`src/rtl/ex_mem_ctl.sv`:
```
// EX/MEM pipeline register: stall hold, bubble insertion, flush and madd/msub feedback.
// Define EX_MEM_PERF_EN to add the perf_clr input and the saturating bubble_cnt output.
module ex_mem_ctl #(
   parameter int DATA_W  = 32,
   parameter int REG_AW  = 5,
   parameter int OP_W    = 8,
   parameter int STALL_W = 6,
   parameter int EX_IDX  = 3
) (
   input  logic                  clk,
   input  logic                  rst,
   input  logic [STALL_W-1:0]    stall,
   input  logic                  flush,
   input  logic [DATA_W-1:0]     ex_wdata,
   input  logic [REG_AW-1:0]     ex_wd,
   input  logic                  ex_wreg,
   input  logic                  ex_whilo,
   input  logic [DATA_W-1:0]     ex_hi,
   input  logic [DATA_W-1:0]     ex_lo,
   input  logic [OP_W-1:0]       ex_aluop,
   input  logic [DATA_W-1:0]     ex_mem_addr,
   input  logic [DATA_W-1:0]     ex_reg2,
   input  logic [2*DATA_W-1:0]   ex_hilo_temp,
   input  logic [1:0]            ex_cnt,
   output logic [DATA_W-1:0]     mem_wdata,
   output logic [REG_AW-1:0]     mem_wd,
   output logic                  mem_wreg,
   output logic                  mem_whilo,
   output logic [DATA_W-1:0]     mem_hi,
   output logic [DATA_W-1:0]     mem_lo,
   output logic [OP_W-1:0]       mem_aluop,
   output logic [DATA_W-1:0]     mem_mem_addr,
   output logic [DATA_W-1:0]     mem_reg2,
   output logic                  mem_valid,
   output logic [2*DATA_W-1:0]   hilo_temp_o,
`ifdef EX_MEM_PERF_EN
   input  logic                  perf_clr,
   output logic [31:0]           bubble_cnt,
`endif
   output logic [1:0]            cnt_o
);

   typedef struct packed {
      logic [DATA_W-1:0] wdata;
      logic [REG_AW-1:0] wd;
      logic              wreg;
      logic              whilo;
      logic [DATA_W-1:0] hi;
      logic [DATA_W-1:0] lo;
      logic [OP_W-1:0]   aluop;
      logic [DATA_W-1:0] mem_addr;
      logic [DATA_W-1:0] reg2;
      logic              valid;
   } slot_t;

   slot_t               slot_q, slot_d;
   logic [2*DATA_W-1:0] hilo_temp_q, hilo_temp_d;
   logic [1:0]          cnt_q, cnt_d;
   logic                ex_stall, mem_stall;
   logic                unused_stall;

   assign ex_stall     = stall[EX_IDX];
   assign mem_stall    = stall[EX_IDX+1];
   assign unused_stall = ^stall;

   // An all-zero slot is the bubble: wreg/whilo low, valid low.
   always_comb begin
      slot_d      = slot_q;
      hilo_temp_d = hilo_temp_q;
      cnt_d       = cnt_q;
      if (flush) begin
         slot_d      = '0;
         hilo_temp_d = '0;
         cnt_d       = '0;
      end else if (!mem_stall) begin
         if (ex_stall) begin
            slot_d      = '0;
            hilo_temp_d = ex_hilo_temp;
            cnt_d       = ex_cnt;
         end else begin
            slot_d.wdata    = ex_wdata;
            slot_d.wd       = ex_wd;
            slot_d.wreg     = ex_wreg;
            slot_d.whilo    = ex_whilo;
            slot_d.hi       = ex_hi;
            slot_d.lo       = ex_lo;
            slot_d.aluop    = ex_aluop;
            slot_d.mem_addr = ex_mem_addr;
            slot_d.reg2     = ex_reg2;
            slot_d.valid    = 1'b1;
            hilo_temp_d     = '0;
            cnt_d           = '0;
         end
      end
   end

   always_ff @(posedge clk) begin
      if (rst) begin
         slot_q      <= '0;
         hilo_temp_q <= '0;
         cnt_q       <= '0;
      end else begin
         slot_q      <= slot_d;
         hilo_temp_q <= hilo_temp_d;
         cnt_q       <= cnt_d;
      end
   end

   assign mem_wdata    = slot_q.wdata;
   assign mem_wd       = slot_q.wd;
   assign mem_wreg     = slot_q.wreg;
   assign mem_whilo    = slot_q.whilo;
   assign mem_hi       = slot_q.hi;
   assign mem_lo       = slot_q.lo;
   assign mem_aluop    = slot_q.aluop;
   assign mem_mem_addr = slot_q.mem_addr;
   assign mem_reg2     = slot_q.reg2;
   assign mem_valid    = slot_q.valid;
   assign hilo_temp_o  = hilo_temp_q;
   assign cnt_o        = cnt_q;

`ifdef EX_MEM_PERF_EN
   logic        bubble_ins;
   logic [31:0] bubble_cnt_q, bubble_cnt_d;

   assign bubble_ins = flush | (ex_stall & ~mem_stall);

   always_comb begin
      bubble_cnt_d = bubble_cnt_q;
      if (perf_clr) begin
         bubble_cnt_d = '0;
      end else if (bubble_ins && (bubble_cnt_q != '1)) begin
         bubble_cnt_d = bubble_cnt_q + 32'd1;
      end
   end

   always_ff @(posedge clk) begin
      if (rst) begin
         bubble_cnt_q <= '0;
      end else begin
         bubble_cnt_q <= bubble_cnt_d;
      end
   end

   assign bubble_cnt = bubble_cnt_q;
`endif

endmodule
```
`config.mk`:
```
export PLATFORM = sky130hd
export DESIGN_NAME = ex_mem_ctl
export DESIGN_NICKNAME = d
export VERILOG_FILES = /design/src/rtl/ex_mem_ctl.sv
export SDC_FILE = /design/constraint.sdc
export NUM_CORES = 1
export LEC_CHECK = 0
export CAP_MARGIN = 20
export CELL_PAD_IN_SITES_DETAIL_PLACEMENT = 2
export CELL_PAD_IN_SITES_GLOBAL_PLACEMENT = 2
export CORE_ASPECT_RATIO = 0.75
export CORE_MARGIN = 3
export CORE_UTILIZATION = 20
export DETAILED_ROUTE_END_ITERATION = 10
export GPL_ROUTABILITY_DRIVEN = 1
export PLACE_DENSITY_LB_ADDON = 0.1
export RECOVER_POWER = 50
export SETUP_SLACK_MARGIN = 0.3
export SYNTH_ARGS = -nofsm -noshare
export SYNTH_HDL_FRONTEND = slang
export SYNTH_SLANG_ARGS = --single-unit
```
`constraint.sdc`:
```
create_clock -name clk -period 1 [get_ports clk]
set_input_delay 0.1 -clock clk [delete_from_list [all_inputs] [get_ports clk]]
set_output_delay 0.1 -clock clk [all_outputs]
set_load 0.005 [all_outputs]
```
### Word level (Yosys, flattened, before mapping)

Cells that the tools add are included.

* register bits: 242
* latch bits: 0
* memory bits (writable): 0
* bits in read-only memories: 0
* input bits: 250
* output and inout bits: 242
* memories kept: 0

* add/sub/neg operators: 0
* multiply operators: 0
* div/mod/pow operators: 0
* $lt $le $gt $ge: 0
* equality and inequality tests: 0
* shift-type cells: 0
* mux-type cells: 3
* bitwise operators: 0
* reduce and logical (&&, ||, !) cells: 1

Operators with widths (number)
* $mux W176: 1
* $mux W64: 1
* $mux W2: 1
* $reduce_or A2 Y1: 1

### Depth between registers and ports, before layout

* depth in word-level cells: 1
* mapped depth: 6
* gate-level depth less buffers: 2

### Worst setup path before layout

Ideal clock, no wire load.

* path kind: input to register
* from: in flush
* to: reg slot_q, in the netlist mem_hi[22]
* library setup time: 70 ps
* arrival: 959 ps
* path slack: -29 ps
* cell stages on the path: 5
* path buffers: 3
* cell sequence: or2_2 buf_6 buf_2 buf_1 a21oi_1

* word-level cells in the longest chain between the ends: 1

RTL lines
* start: declaration: line 13 `input logic flush,`
* $reduce_or A2 Y1 (no source line)
* end signal: assignment: line 103 `slot_q <= slot_d;`
* end: declaration: line 56 `slot_t slot_q, slot_d;`

No other way between the ends.
A chain may end at the register's enable or synchronous reset.

### Worst setup path after layout

* from: reg hilo_temp_q[23] (netlist: hilo_temp_o[23])
* to: out hilo_temp_o[23]

RTL lines
* start: declaration: line 57 `logic [2*DATA_W-1:0] hilo_temp_q, hilo_temp_d;`
* start signal: assignment: line 104 `hilo_temp_q <= hilo_temp_d;`
* end: declaration: line 35 `output logic [2*DATA_W-1:0] hilo_temp_o,`

No word-level cell between the ends.

==> flow_summary_export.csv <==
group,metric,value,unit
cts,root_buffer,"clkbuf_16",
power_and_ir_drop,seq_power_share,40.9,%
power_and_ir_drop,power.share.clock,46.7,%
timing,maxSlewViolCount,0,
global_route,grt_pass1_vias,10800,
floorplan,coreArea,46800,um2
synth,synthTopCellsByArea,"dfxtp_1 50%, a21oi_1 13%, or3b_1 11%",
floorplan,initial_core_util,20.6,%
synth,postSynthAreaPerCell,8.95,um2
synth,synth_top_area_share,50.3,%
synth,yosysTopAreaCell,"dfxtp_1",
place,io_buffers,487,
power_and_ir_drop,internal_power,18.7,mW
timing,rsz0062_at_grt,"yes",
power_and_ir_drop,vdd_drop_max,1.17,mV
outcome,violations,"setup timing",
setup_path,crit_fanout,2,
route,vias_per_cell,4.36,
setup_path,reg2reg_from,"mem_wreg$_SDFFE_PP0N_",
setup_path,end_kind,"output port",
power_and_ir_drop,p_per_area,1390,nW/um2
final_layout,area_delta_synth_final,82.3,%
synth,synth_cells,1077,
global_route,grt_first_pass_wirelength,68500,um
cts,htreeDepth,1,
cts,cts.sinks,242,
global_route,antenna_found_initial,8,
route,drtAntennaViolNets,0,
final_layout,nFillCells,5107,
worst_hold_path,hp-class,"in2reg",
setup_path,arrival,1.02,ns
cts,worstSkewPairLatency,0.56,ns
final_layout,multiInputGateArea,4440,um2
final_layout,fin_nets,1873,
final_layout,layout_common_cells,"241 x clkdlybuf4s50_1, 239 x dfxtp_2, 234 x buf_6",
synth,ys_seq_area_share,50.3,%
synth,synth-seq-cells,242,
route,wl_per_cell,20.7,um
setup_path,crit_buf_inv,1,
outcome,status,"finished, violations left",
setup_path,path_class,"reg2out",
power_and_ir_drop,p_leak,6.66,nW
worst_hold_path,hp-start,"stall[3]",
route,num_vias,9943,
floorplan,die_h,196,um
final_layout,final_cells,2278,
global_route,gr-usage-all-layers,17.5,%
setup_path,required,0.90,ns
power_and_ir_drop,switching_share,23.7,%
timing,timing.final.hold_violations,0,
timing,tightest_slew,0.660,ns
timing,fin_skew,0,ns
setup_path,cp_slowest_stage_delay,0.36,ns
global_route,grt_max_degree,65,
power_and_ir_drop,p_sw,5.79,mW
timing,finalSetupViolations,254,
timing,finalCriticalPeriod,1.12,ns
final_layout,ff_latch_area,5140,um2
power_and_ir_drop,combPwrFrac,12.4,%
cts,cts_buffers,30,
setup_path,startpoint_type,"register",
synth,synthesis.nets,1327,
global_route,gr-total-overflow,0,
cts,clockBufferDepth,3,
timing,fin_ws,-0.121,ns
floorplan,num_io_pins,492,
route,first_pass_iters,4,
setup_path,cp-startpoint,"hilo_temp_o[23]$_SDFFE_PP0N_",
timing,fmax,892,MHz
synth,syn_area,9640,um2
floorplan,dieArea,50900,um2
timing,max_slew_margin,56.0,%
setup_path,slowest_stage,"dfxtp_2",
cts,clkTransAtPathRegs,0.06,ns
route,drtIter0Drc,304,
route,drc,0,
timing,period_share,112,%
place,preCtsSetupSlack,-0.498,ns
floorplan,placementRows,68,
setup_path,path_cells,"buf_6",
place,dp.cells,2160,
cts,cts_tree,"done",
final_layout,final_common_cell,"clkdlybuf4s50_1",
floorplan,die_w,259,um
run,maxCapViolations,0,
place,gp_congestion,0.759,
synth,synth_warnings,0,
place,hpwl,33500,um
final_layout,drive_gt1_share,47.6,%
setup_path,path_delay_family,"flip-flops",
synth,ys_types,14,
route,drt_wl_total,47100,um
[synthesized netlist by cell type]
library cell	n
clkbuf_2	8
nand3b_1	66
or3b_2	53
buf_6	19
nand2_1	242
clkbuf_1	33
buf_2	39
buf_4	2
or2_2	2
dfxtp_1	242
a21oi_1	242
buf_1	6
or3b_1	122
buf_12	1
[state kept, by name (all words and copies together), names as in the netlist]
signal / flops
mem_wd: 5
cnt_o: 2
mem_aluop: 8
mem_reg2: 32
mem_hi: 32
hilo_temp_o: 64
mem_valid: 1
mem_wreg: 1
mem_lo: 32
mem_whilo: 1
mem_mem_addr: 32
mem_wdata: 32
[cell type report]
type / instances / area share (%)
clock buffer: 53 / 5.51
tap: 630 / 4.49
sequential: 242 / 29.3
antenna: 2 / 0.0285
multi-input combinational: 728 / 25.3
timing repair buffer: 621 / 35.1
clock inverter: 2 / 0.342
[cells by family after synthesis]
logic type / share of synthesized area (%)
AO/OA/AOI/OAI: 12.6
buffers and inverters: 6.54
flip-flops: 50.3
AND/OR/NAND/NOR: 30.6
[tightest hold or removal path: stages]
cell and delay (ns):
buf_8 0.20, or3b_2 0.17, a21oi_1 0.06
[power by group through the flow]
stage	Combinational, mW	Sequential (mW)	Clock [mW]
floorplan	1.13	10.2	0
global placement	2.90	10.1	0
detailed placement	2.94	10.2	0
CTS	3.04	10.0	11.9
global route	3.30	10.0	12.3
finish	3.03	10.0	11.4
[per-layer routing]
metal / part of all wire [%] / vias to the layer above / global-route usage [%]
met5: 0.14 / - / 0
met4: 2.0 / 10 / 3.63
met2: 52 / 223 / 32.0
li1: - / 4775 / -
met3: 7.4 / 57 / 6.31
met1: 39 / 4878 / 19.5
[path summary, 6_finish.rpt]
path | endpoint | slack (ns) | depth (start not counted)
worst max-delay path | hilo_temp_o[23] | -0.12 | 1
worst min-delay path | mem_reg2[5]$_SDFFE_PP0N_ | 0.02 | 3
worst max register to register | mem_wreg$_SDFFE_PP0N_ | 0.23 | 4
worst min register to register | mem_wdata[3]$_SDFFE_PP0N_ | 0.46 | 2
[through the flow]
step	instance area [um2]	total power, mW	utilization (%)	hold slack (ns)	setup TNS (ns)
6_report	17600	24.5	37.5	0.0182	-22.51
3_3_place_gp	15400	13.0	33.0	0.445	-102.98
3_5_place_dp	15400	13.1	33.0	0.453	-104.19
5_1_grt	17600	25.7	37.5	0.0158	-38.24
4_1_cts	17000	24.9	36.4	0.0141	-33.88
2_1_floorplan	9850	11.3	-	0.261	-0.725
[timing repair]
item                                   4_1_cts  5_1_grt
hold buffers                                 2        0
resized for setup                         1431      110
pin swaps                                    3       31
setup buffers                               25       32
setup endpoints to repair                  481      299
endpoints found under the hold margin        7        0
gates cloned                                 2        0
Power figures use the tool's default switching activity.
